<file path="src/rtl/serial_cmd_processor_multi.sv">
// Byte-serial command decoder for the NCHAN-channel trigger stage: opcode + argument bytes
// update per-channel tick registers and disables, with multi-byte readback and inter-byte timeout.
module serial_cmd_processor_multi #(
  parameter int unsigned NCHAN      = 4,
  parameter logic [7:0]  FW_VERSION = 8'd3,
  parameter logic [7:0]  DEAD_INIT  = 8'd10,
  parameter logic [7:0]  FIRE_INIT  = 8'd9,
  parameter int unsigned TIMEOUT    = 50000
) (
  input  logic                 clk_i,
  input  logic                 rst_i,
  input  logic                 rx_ready_i,
  input  logic [7:0]           rx_data_i,
  input  logic                 tx_busy_i,
  output logic                 tx_start_o,
  output logic [7:0]           tx_data_o,
  output logic [7:0]           readdata_o,
  output logic [8*NCHAN-1:0]   deadticks_o,
  output logic [8*NCHAN-1:0]   firingticks_o,
  output logic [NCHAN-1:0]     disable_outputs_o,
  output logic [7:0]           err_count_o
);

  // state     | meaning
  // READ      | idle, waiting for an opcode byte
  // READMORE  | collecting argument bytes, inter-byte timer running
  // SOLVING   | one cycle: fetch more args or execute the command
  // WRITE1    | wait for tx idle, load next reply byte
  // WRITE2    | strobe cycle, advance or finish the reply
  typedef enum logic [2:0] {S_READ, S_READMORE, S_SOLVING, S_WRITE1, S_WRITE2} state_t;

  localparam int unsigned      TW      = $clog2(TIMEOUT + 1);
  localparam logic [TW-1:0]    TO_LOAD = TW'(TIMEOUT - 1);

  state_t                  state_q, state_d;
  logic [7:0]              readdata_q, readdata_d;
  logic [1:0]              args_q, args_d;
  logic [7:0]              arg0_q, arg0_d, arg1_q, arg1_d;
  logic [TW-1:0]           timer_q, timer_d;
  logic [NCHAN-1:0][7:0]   dead_q, dead_d, fire_q, fire_d;
  logic [NCHAN-1:0]        dis_q, dis_d;
  logic [7:0]              err_q, err_d;
  logic [2:0][7:0]         reply_q, reply_d;
  logic [1:0]              idx_q, idx_d, last_q, last_d;
  logic                    tx_start_q, tx_start_d;
  logic [7:0]              tx_data_q, tx_data_d;
  logic                    ch_ok, err_inc;
  logic [7:0]              sel_dead, sel_fire, sel_dis;

  function automatic logic [1:0] nargs(input logic [7:0] op);
    case (op)
      8'h01, 8'h02, 8'h06: nargs = 2'd2;
      8'h03, 8'h04:        nargs = 2'd1;
      default:             nargs = 2'd0;
    endcase
  endfunction

  always_comb begin
    state_d    = state_q;
    readdata_d = readdata_q;
    args_d     = args_q;
    arg0_d     = arg0_q;
    arg1_d     = arg1_q;
    timer_d    = timer_q;
    dead_d     = dead_q;
    fire_d     = fire_q;
    dis_d      = dis_q;
    err_d      = err_q;
    reply_d    = reply_q;
    idx_d      = idx_q;
    last_d     = last_q;
    tx_data_d  = tx_data_q;
    tx_start_d = 1'b0;
    err_inc    = 1'b0;
    ch_ok      = 32'(arg0_q) < NCHAN;
    // Out-of-range channels never match, so readback naturally yields 0xFF.
    sel_dead   = 8'hFF;
    sel_fire   = 8'hFF;
    sel_dis    = 8'hFF;
    for (int c = 0; c < NCHAN; c++) begin
      if (arg0_q == 8'(c)) begin
        sel_dead = dead_q[c];
        sel_fire = fire_q[c];
        sel_dis  = {7'b0, dis_q[c]};
      end
    end

    case (state_q)
      S_READ: begin
        if (rx_ready_i) begin
          readdata_d = rx_data_i;
          args_d     = 2'd0;
          state_d    = S_SOLVING;
        end
      end
      S_READMORE: begin
        if (rx_ready_i) begin
          if (args_q == 2'd0) arg0_d = rx_data_i;
          else                arg1_d = rx_data_i;
          args_d  = args_q + 2'd1;
          timer_d = TO_LOAD;
          if (args_q + 2'd1 == nargs(readdata_q)) state_d = S_SOLVING;
        end else if (timer_q == '0) begin
          err_inc = 1'b1;
          state_d = S_READ;
        end else begin
          timer_d = timer_q - 1'b1;
        end
      end
      S_SOLVING: begin
        if (args_q < nargs(readdata_q)) begin
          timer_d = TO_LOAD;
          state_d = S_READMORE;
        end else begin
          state_d = S_READ;
          idx_d   = 2'd0;
          last_d  = 2'd0;
          case (readdata_q)
            8'h00: begin
              reply_d[0] = FW_VERSION;
              state_d    = S_WRITE1;
            end
            8'h01, 8'h02, 8'h03: begin
              err_inc = !ch_ok;
              for (int c = 0; c < NCHAN; c++) begin
                if (arg0_q == 8'(c)) begin
                  if (readdata_q == 8'h01)      dead_d[c] = arg1_q;
                  else if (readdata_q == 8'h02) fire_d[c] = arg1_q;
                  else                          dis_d[c]  = !dis_q[c];
                end
              end
            end
            8'h04: begin
              err_inc    = !ch_ok;
              reply_d[0] = sel_dead;
              reply_d[1] = sel_fire;
              reply_d[2] = sel_dis;
              last_d     = 2'd2;
              state_d    = S_WRITE1;
            end
            8'h05: begin
              reply_d[0] = 8'(NCHAN);
              state_d    = S_WRITE1;
            end
            8'h06: begin
              if (arg0_q == 8'hFF) dead_d = {NCHAN{arg1_q}};
              else                 err_inc = 1'b1;
            end
            8'h07: dis_d = '1;
            default: ;
          endcase
        end
      end
      S_WRITE1: begin
        if (!tx_busy_i) begin
          tx_data_d  = reply_q[idx_q];
          tx_start_d = 1'b1;
          state_d    = S_WRITE2;
        end
      end
      S_WRITE2: begin
        if (idx_q < last_q) begin
          idx_d   = idx_q + 2'd1;
          state_d = S_WRITE1;
        end else begin
          state_d = S_READ;
        end
      end
      default: state_d = S_READ;
    endcase

    if (err_inc && err_q != 8'hFF) err_d = err_q + 8'd1;
  end

  always_ff @(posedge clk_i or posedge rst_i) begin
    if (rst_i) begin
      state_q    <= S_READ;
      readdata_q <= 8'h00;
      args_q     <= 2'd0;
      arg0_q     <= 8'h00;
      arg1_q     <= 8'h00;
      timer_q    <= '0;
      dead_q     <= {NCHAN{DEAD_INIT}};
      fire_q     <= {NCHAN{FIRE_INIT}};
      dis_q      <= '0;
      err_q      <= 8'h00;
      reply_q    <= '0;
      idx_q      <= 2'd0;
      last_q     <= 2'd0;
      tx_start_q <= 1'b0;
      tx_data_q  <= 8'h00;
    end else begin
      state_q    <= state_d;
      readdata_q <= readdata_d;
      args_q     <= args_d;
      arg0_q     <= arg0_d;
      arg1_q     <= arg1_d;
      timer_q    <= timer_d;
      dead_q     <= dead_d;
      fire_q     <= fire_d;
      dis_q      <= dis_d;
      err_q      <= err_d;
      reply_q    <= reply_d;
      idx_q      <= idx_d;
      last_q     <= last_d;
      tx_start_q <= tx_start_d;
      tx_data_q  <= tx_data_d;
    end
  end

  assign tx_start_o        = tx_start_q;
  assign tx_data_o         = tx_data_q;
  assign readdata_o        = readdata_q;
  assign deadticks_o       = dead_q;
  assign firingticks_o     = fire_q;
  assign disable_outputs_o = dis_q;
  assign err_count_o       = err_q;

endmodule
</file>
<file path="config.mk">
export PLATFORM = sky130hd
export DESIGN_NAME = serial_cmd_processor_multi
export DESIGN_NICKNAME = d
export VERILOG_FILES = /design/src/rtl/serial_cmd_processor_multi.sv
export SDC_FILE = /design/constraint.sdc
export NUM_CORES = 1
export LEC_CHECK = 0
export BUFFER_PORTS_ARGS = -buffer_cell sky130_fd_sc_hd__buf_2
export CAP_MARGIN = 40
export CORE_MARGIN = 2
export CORE_UTILIZATION = 52
export DETAILED_ROUTE_END_ITERATION = 16
export GPL_ROUTABILITY_DRIVEN = 0
export HOLD_SLACK_MARGIN = 0.02
export PLACE_DENSITY_LB_ADDON = 0.25
export SLEW_MARGIN = 5
export SYNTH_ARGS = -nofsm -noshare
export SYNTH_HDL_FRONTEND = slang
export SYNTH_SLANG_ARGS = --single-unit
</file>
<file path="constraint.sdc">
create_clock -name clk_i -period 7.28 [get_ports clk_i]
set_input_delay 0.364 -clock clk_i [delete_from_list [all_inputs] [get_ports clk_i]]
set_output_delay 0.364 -clock clk_i [all_outputs]
set_load 0.02 [all_outputs]
</file>
==> impl_metrics.yaml, run 1 <==
sta:
  hold_violations: 0
  max_freq_ghz: 0.303
  rsz0062_at_grt: "false"
  post-route-period-util: 0.453
  finalCriticalPeriod_ns: 3.30
  fin_ws_ns: 3.98
  worst_pin_slew_ns: 0.791
  fin_skew_ns: 0.0106
  slew_headroom: 0.473
  slew_violations: 0
  setup_tns_ns: 0
  finalSetupViolCount: 0
layout:
  final_nets: 727
  final_layout_size_suffix_gt1_frac: 0.394
  area_growth_pct: 18.2
  fillers: 1093
  regArea_um2: 3800
  antennaDiodeCount: 0
  multi_input_area_um2: 3240
cts:
  tritoncts: "built"
  clk_latency_ns: 0.43
  numCtsBuffers: 17
  cts-resized-gates: 0
  cts_sinks: 151
  htree_levels: 4
  ctsHoldBuffers: 0
  clk_pin_slew_ns: 0.07
  postCtsSetupBuffers: 0
  clk_path_buf_depth: 2
  root_buffer: "clkbuf_16"
global_route:
  antenna_found_initial: 0
  grt_pass1_wl_um: 28100
  grt_pass1_vias: 5305
  grt.total_usage: 0.250
  grt-ovfl-total: 0
  grt_max_degree: 68
synth:
  synth_common_cells: "dfrtp_1 (135), mux2_2 (95), nor2_1 (62)"
  async_flop_share: 1.00
  netlist_top_cells_area: "dfrtp_1 (47%), mux2_2 (15%), dfstp_2 (5.9%)"
  ys_ff_latch: 151
  yosysMostFrequentCell: "dfrtp_1"
  synth_flop_cell: "dfrtp_1"
  ys_warn_count: 0
  syn_avg_cell_area_um2: 11.9
  synth_top_area_cell: "dfrtp_1"
  synth_area_um2: 7170
  synth.distinct_cells: 63
  netlist.area_leader.share: 0.471
  ys_seq_area_frac: 0.530
  synth_cells: 604
  synth_nets: 621
  synth-edff-count: 0
route:
  ant_nets: 0
  viasPerCell: 5.84
  drtIter0Drc: 333
  firstDrtPassIters: 4
  avgRoutedWirePerCell_um: 19.2
  drc: 0
  routed_wl_um: 17300
  via_count: 5252
worst_hold_path:
  hp-class: "input port to async pin"
die:
  fp.coreArea_um2: 13300
  row_count: 42
  initial_core_util: 0.537
  die_area_um2: 14700
  dieWidth_um: 121
  die_h_um: 121
  design.portCount: 105
pwr:
  p_int_w: 0.00199
  p_comb_frac: 0.289
  clkPwrFrac: 0.277
  ir_drop_uv: 251
  power.density_nw_per_um2: 373
  switchingPower_w: 0.00118
  p_leak_nw: 3.95
  p_sw_frac: 0.372
  power_frac_seq: 0.434
worst_setup_path:
  crit_path_start_kind: "flip-flop"
  crit_type: "flip-flop to flip-flop"
  critPathLaunch: "readdata_o[2]"
  worstPathRequired_ns: 7.59
  critPathArrivalTime_ns: 3.60
  worstPathMaxFanout: 14
  r2r-start: "readdata_o[2]"
  cp-end-kind: "flip-flop"
place:
  numPortBuffers: 104
  dp_slack_ns: 4.06
  dpl.hpwl_um: 12300
run_status:
  outcome: "finished clean"
run:
  maxCapViolations: 0
per-layer routing:
| metal | track usage | routed length, µm | share of wire |
|---|---|---|---|
| met5 | 0 | 0 | 0 |
| met4 | 0.0740 | 238 | 0.014 |
| met3 | 0.0569 | 790 | 0.046 |
| met1 | 0.345 | 7880 | 0.46 |
| met2 | 0.397 | 8350 | 0.48 |
power groups by stage:
stage	logic (W)	clock network [W]	registers (W)
floorplan	0.000557	0	0.00140
global placement	0.000888	0	0.00136
detailed placement	0.000910	0	0.00138
CTS	0.000918	0.000886	0.00137
global route	0.000997	0.000924	0.00141
finish	0.000916	0.000876	0.00137
per-stage QoR:
| step | std cells | util | area [µm²] | hold slack, ns | total power [W] |
|---|---|---|---|---|---|
| after floorplan | 604 | - | 7170 | 0.430 | 0.00195 |
| after global placement | 864 | 0.587 | 7840 | 0.463 | 0.00225 |
| after detailed placement | 867 | 0.591 | 7880 | 0.468 | 0.00229 |
| after CTS | 899 | 0.635 | 8470 | 0.0328 | 0.00317 |
| after global routing | 899 | 0.635 | 8470 | 0.0586 | 0.00333 |
| final | 899 | 0.635 | 8470 | 0.00308 | 0.00316 |
worst paths after layout:
path | to | slack [ns] | cells past startpoint
setup / recovery | deadticks_o[2] | 3.98 | 9
hold / removal | arg1_q[5] | 0.003 | 2
setup reg to reg | deadticks_o[2] | 3.98 | 9
hold reg to reg | last_q[1] | 0.48 | 1
max in group asynchronous | firingticks_o[24] | 5.99 | 4
min in group clk_i | state_q[2] | 0.16 | 2
flip-flops by register name, summed over array words and instances (netlist names):
register           count
err_count_o            8
arg1_q                 8
idx_q                  2
readdata_o             8
arg0_q                 8
state_q                3
tx_data_o              8
disable_outputs_o      4
deadticks_o           32
timer_q               16
firingticks_o         32
last_q                 1
args_q                 2
reply_q               18
tx_start_o             1
critical path, cell delays in order (launching register included):
cell and delay (ns):
dfrtp_1 0.53, nor3b_2 0.36, o211ai_1 0.18, ha_1 0.32, nor2b_1 0.33, o21ai_2 0.14, nor2_1 0.21, o21ai_0 0.25
a21oi_2 0.46, mux2_2 0.40
area by class of cell:
| type | count | share of cell area |
|---|---|---|
| timing repair buffer | 111 | 0.0700 |
| multi-input combinational | 421 | 0.382 |
| clock inverter | 13 | 0.0173 |
| tap | 176 | 0.0260 |
| inverter | 8 | 0.00414 |
| sequential | 151 | 0.448 |
| clock buffer | 19 | 0.0523 |
cells in the final DEF, fill, tap and decap left out, drive strengths merged, types with 12 or more instances in the layout:
master,synthesis,routed
inv,8,12
dfstp,16,16
mux2,95,95
nor2,66,66
mux4,13,13
dfrtp,135,135
clkbuf,14,19
buf,10,111
a21oi,32,32
nand3,17,17
nand2,40,40
mux2i,12,12
o21ai,21,21
kinds of logic after synthesis:
| logic type | count (synthesis) | synth area share |
|---|---|---|
| adder cells (fa/ha/maj) | 5 | 0.00873 |
| buffers and inverters | 32 | 0.0187 |
| multiplexers | 120 | 0.207 |
| AO/OA/AOI/OAI | 106 | 0.0990 |
| XOR/XNOR | 6 | 0.00733 |
| flip-flops | 151 | 0.530 |
| AND/OR/NAND/NOR | 184 | 0.130 |
(Power assumes the default switching activity.)
==> run 2, diff against run 1 <==
clock period = 3.4 ns   (was 7.28 ns; I/O delays follow)
==> impl_metrics.yaml, run 2 (same netlist as run 1, synthesis figures left out) <==
cts:
  root_buffer: "clkbuf_16"
  clk_pin_slew_ns: 0.06
  clk_path_buf_depth: 2
  htree_levels: 4
  clk_latency_ns: 0.42
  cts_sinks: 151
  tritoncts: "built"
  numCtsBuffers: 17
worst_setup_path:
  crit_path_start_kind: "flip-flop"
  worstPathMaxFanout: 12
  rrSetupSlack_ns: 0.18
  worstSetupEndpoint: "err_count_o[1]"
  cp_slowest_cell: "or4_4"
  worstPathRequired_ns: 3.71
  cp-end-kind: "flip-flop"
  r2r-start: "readdata_o[1]"
  critical_path.cell_chain: "nor3b_2 > o211ai_1 > ha_1 > nor2b_1 > o21ai_2 > or4_4 > a31oi_4 > mux2_2"
  r2r_end: "err_count_o[1]"
  crit_type: "flip-flop to flip-flop"
  cpPeakStageDelay_ns: 0.59
  crit_cells: 8
  critPathLaunch: "readdata_o[1]"
  cp_num_buf_inv: 0
  cp_top_family: "simple AND/OR/NAND/NOR gates"
  r2r_cells: 8
  critPathArrivalTime_ns: 3.52
global_route:
  grt_pass1_wl_um: 28200
  grt_pass1_vias: 5343
  grt_max_degree: 63
  antenna_found_initial: 0
  grt-ovfl-total: 0
  grt.total_usage: 0.250
worst_hold_path:
  hp-class: "input port to flip-flop"
  hold_start: "rx_data_i[3]"
die:
  design.portCount: 105
  dieWidth_um: 121
  fp.coreArea_um2: 13300
  initial_core_util: 0.537
  die_h_um: 121
  row_count: 42
  die_area_um2: 14700
layout:
  final_area_um2: 8620
  antennaDiodeCount: 0
  final_nets: 743
  final_cell_mix: "dfrtp_1 (135), buf_2 (104), mux2_2 (95), nor2_1 (62), nand2_1 (39)"
  final_layout_size_suffix_gt1_frac: 0.394
  area_growth_pct: 20.2
  final_common_cell: "dfrtp_1"
pwr:
  power_frac_seq: 0.423
  p_int_w: 0.00429
  p_comb_frac: 0.307
  p_sw_frac: 0.365
  p_leak_nw: 4.03
  clkPwrFrac: 0.270
  ir_drop_uv: 475
  switchingPower_w: 0.00246
  power.density_nw_per_um2: 783
route:
  avgRoutedWirePerCell_um: 19.0
  drc: 0
  via_count: 5408
  firstDrtPassIters: 5
  ant_nets: 0
  viasPerCell: 5.91
  routed_wl_um: 17400
  drtIter0Drc: 420
sta:
  setup_tns_ns: 0
  slew_headroom: 0.514
  hold_violations: 0
  rsz0062_at_grt: "false"
  max_freq_ghz: 0.311
  slew_violations: 0
  worst_pin_slew_ns: 0.725
  finalCriticalPeriod_ns: 3.22
  fin_skew_ns: 0.00876
  post-route-period-util: 0.946
  finalSetupViolCount: 0
run_status:
  outcome: "finished clean"
place:
  postPlaceCellArea_um2: 7950
  dpl.hpwl_um: 12400
  numPortBuffers: 104
run:
  maxCapViolations: 0
-- run 2: area by class of cell --
class,instances,area [µm²]
tap,176,220
clock inverter,9,101
sequential,151,3800
inverter,8,33.8
clock buffer,23,468
fill,1066,4730
multi-input combinational,421,3250
timing repair buffer,127,751
-- run 2: layer usage --
metal,vias to the layer above,global-route usage,routed length [µm]
li1,2465,-,-
met1,2710,0.341,7570
met2,205,0.388,8330
met3,28,0.0724,1150
met4,0,0.0797,349
met5,-,0,0
-- run 2: worst register-to-register path: stages, from the launching register on --
cell and delay, ns:
dfrtp_1 0.49, nor3b_2 0.39, o211ai_1 0.20, ha_1 0.33, nor2b_1 0.33, o21ai_2 0.14, or4_4 0.59, a31oi_4 0.26
mux2_2 0.37
-- run 2: per-stage QoR --
step	setup slack [ns]	util	instances	hold slack [ns]	total power, W
after floorplan	0.450	-	604	0.236	0.00418
after global placement	0.343	0.594	872	0.396	0.00484
after detailed placement	0.157	0.596	874	0.105	0.00493
after CTS	0.126	0.644	914	0.0241	0.00677
after global routing	0.0712	0.646	915	0.0232	0.00711
final	0.185	0.646	915	0.0284	0.00675
-- run 2: worst min-delay path by stage --
stage	slack, ns	cells after the start	to
after CTS	0.02	2	arg0_q[3]
after detailed placement	0.10	2	deadticks_o[18]
final	0.03	2	arg0_q[3]
after global placement	0.40	2	state_q[2]
after floorplan	0.24	1	state_q[2]
after global routing	0.02	2	arg0_q[3]
-- run 2: timing repair --
| action | in CTS | in global routing |
|---|---|---|
| endpoints found under the setup margin | 0 | 17 |
| setup buffers | 0 | 1 |
| hold endpoints to repair | 97 | 0 |
| resized for setup | 0 | 3 |
| hold buffers | 8 | 0 |
-- run 2: power groups by stage --
| stage | Clock, W | Sequential (W) | Combinational (W) |
|---|---|---|---|
| after floorplan | 0 | 0.00299 | 0.00119 |
| after CTS | 0.00184 | 0.00285 | 0.00208 |
| final | 0.00182 | 0.00286 | 0.00208 |
| after global routing | 0.00192 | 0.00293 | 0.00225 |
| after global placement | 0 | 0.00284 | 0.00200 |
| after detailed placement | 0 | 0.00287 | 0.00206 |
==> run 3, diff against run 2 <==
CTS_CLUSTER_DIAMETER = 50   (was not set)
RECOVER_POWER = 50   (was not set)
==> impl_metrics.yaml, run 3 (same netlist as run 1, synthesis figures left out) <==
global_route:
  antenna_found_initial: 0
  grt.total_usage: 0.250
  grt_pass1_wl_um: 28200
  grt_max_degree: 63
  grt_pass1_vias: 5343
  grt-ovfl-total: 0
worst_setup_path:
  worstPathRequired_ns: 3.71
  rrSetupSlack_ns: 0.20
  cpPeakStageDelay_ns: 0.59
  crit_type: "flip-flop to flip-flop"
  r2r-start: "readdata_o[1]"
  crit_path_start_kind: "flip-flop"
  cp_slowest_cell: "or4_4"
  r2r_cells: 8
  critical_path.cell_chain: "nor3b_2 > o211ai_1 > ha_1 > nor2b_1 > o21ai_2 > or4_4 > a31oi_4 > mux2_2"
  r2r_end: "err_count_o[1]"
  cp_top_family: "simple AND/OR/NAND/NOR gates"
  cp-end-kind: "flip-flop"
  critPathArrivalTime_ns: 3.51
  cp_num_buf_inv: 0
  worstPathMaxFanout: 12
sta:
  hold_violations: 0
  finalSetupViolCount: 0
  post-route-period-util: 0.941
  holdWs_ns: 0.0267
  fin_skew_ns: 0.00888
  rsz0062_at_grt: "false"
  finalCriticalPeriod_ns: 3.20
  slew_violations: 86
  max_freq_ghz: 0.312
  worst_pin_slew_ns: 2.43
  setup_tns_ns: 0
  slew_headroom: -0.618
route:
  avgRoutedWirePerCell_um: 19.0
  firstDrtPassIters: 5
  via_count: 5417
  drtIter0Drc: 408
  routed_wl_um: 17400
  drc: 0
  viasPerCell: 5.92
  ant_nets: 0
worst_hold_path:
  hp-class: "input port to flip-flop"
  hold_start: "rx_data_i[3]"
  worst_hold_path.num_cells: 2
  min_to: "arg0_q[3]"
place:
  numPortBuffers: 104
  dpl.hpwl_um: 12400
layout:
  final_nets: 743
  area_growth_pct: 18.9
  final_cell_mix: "dfrtp_1 (135), mux2_2 (95), nor2_1 (62), buf_2 (58), clkbuf_1 (52)"
  final_common_cell: "dfrtp_1"
  antennaDiodeCount: 0
  final_layout_size_suffix_gt1_frac: 0.329
  fillers: 1098
die:
  die_area_um2: 14700
  dieWidth_um: 121
  die_h_um: 121
  design.portCount: 105
  row_count: 42
  initial_core_util: 0.537
  fp.coreArea_um2: 13300
pwr:
  p_leak_nw: 3.83
  clkPwrFrac: 0.271
  p_int_w: 0.00425
  power_frac_seq: 0.426
  p_comb_frac: 0.303
  switchingPower_w: 0.00246
  power.density_nw_per_um2: 788
  p_sw_frac: 0.367
  ir_drop_uv: 463
cts:
  numCtsBuffers: 17
  clk_pin_slew_ns: 0.06
  tritoncts: "built"
  clk_latency_ns: 0.43
  cts_sinks: 151
  root_buffer: "clkbuf_16"
  clk_path_buf_depth: 2
  htree_levels: 4
run:
  maxCapViolations: 2
run_status:
  outcome: "finished, violations left"
  violations: "capacitance limit, slew limit"
run 3: cell types whose count changed in the layout (fill, tap and decap cells not counted):
cell / delta
clkbuf_1: +48
buf_2: -46
buf_12: -2
clkinvlp_2: +1
clkinvlp_4: -1
run 3: per-layer routing:
layer  global-route usage  vias to the layer above  routed length, µm
li1                     -                     2468                  -
met1                0.341                     2704               7470
met2                0.388                      219               8410
met3               0.0724                       26               1190
met4               0.0797                        0                314
met5                    0                        -                  0
run 3: through the flow:
| stage | utilization | power (W) | cell area, µm² | setup WS, ns | std cells |
|---|---|---|---|---|---|
| finish | 0.639 | 0.00672 | 8530 | 0.200 | 915 |
| global route | 0.639 | 0.00707 | 8530 | 0.0506 | 915 |
| CTS | 0.644 | 0.00677 | 8600 | 0.126 | 914 |
| detailed placement | 0.596 | 0.00493 | 7950 | 0.157 | 874 |
| global placement | 0.594 | 0.00484 | 7920 | 0.343 | 872 |
| floorplan | - | 0.00418 | 7170 | 0.450 | 604 |
run 3: area by class of cell:
cell class / count / area, µm² / area share
repair buffers: 127 / 661 / 0.0775
clock buffers: 23 / 468 / 0.0549
well taps: 176 / 220 / 0.0258
inverters: 8 / 31.3 / 0.00367
multi-input cells: 421 / 3250 / 0.381
clock inverters: 9 / 101 / 0.0119
flip-flops and latches: 151 / 3800 / 0.446
run 3: what timing repair did:
item / CTS / global route
resized for setup: 0 / 3
endpoints found under the setup margin: 0 / 17
setup buffers: 0 / 1
endpoints found under the hold margin: 97 / 0
hold buffers: 8 / 0
run 3: worst max-delay path by stage:
stage                        startpoint              to  slack [ns]  cells after the start
after detailed placement  readdata_o[1]  deadticks_o[4]        0.16                      9
after CTS                 readdata_o[1]  deadticks_o[6]        0.13                      9
final                     readdata_o[1]  err_count_o[1]        0.20                      8
after floorplan           readdata_o[1]  err_count_o[1]        0.45                      9
after global placement    readdata_o[3]  deadticks_o[6]        0.34                      9
after global routing              rst_i      state_q[0]        0.05                      4
run 3: power groups by stage:
stage | logic, W | registers [W] | clock network [W]
floorplan | 0.00119 | 0.00299 | 0
global placement | 0.00200 | 0.00284 | 0
detailed placement | 0.00206 | 0.00287 | 0
CTS | 0.00208 | 0.00285 | 0.00184
global route | 0.00221 | 0.00294 | 0.00192
finish | 0.00204 | 0.00286 | 0.00182
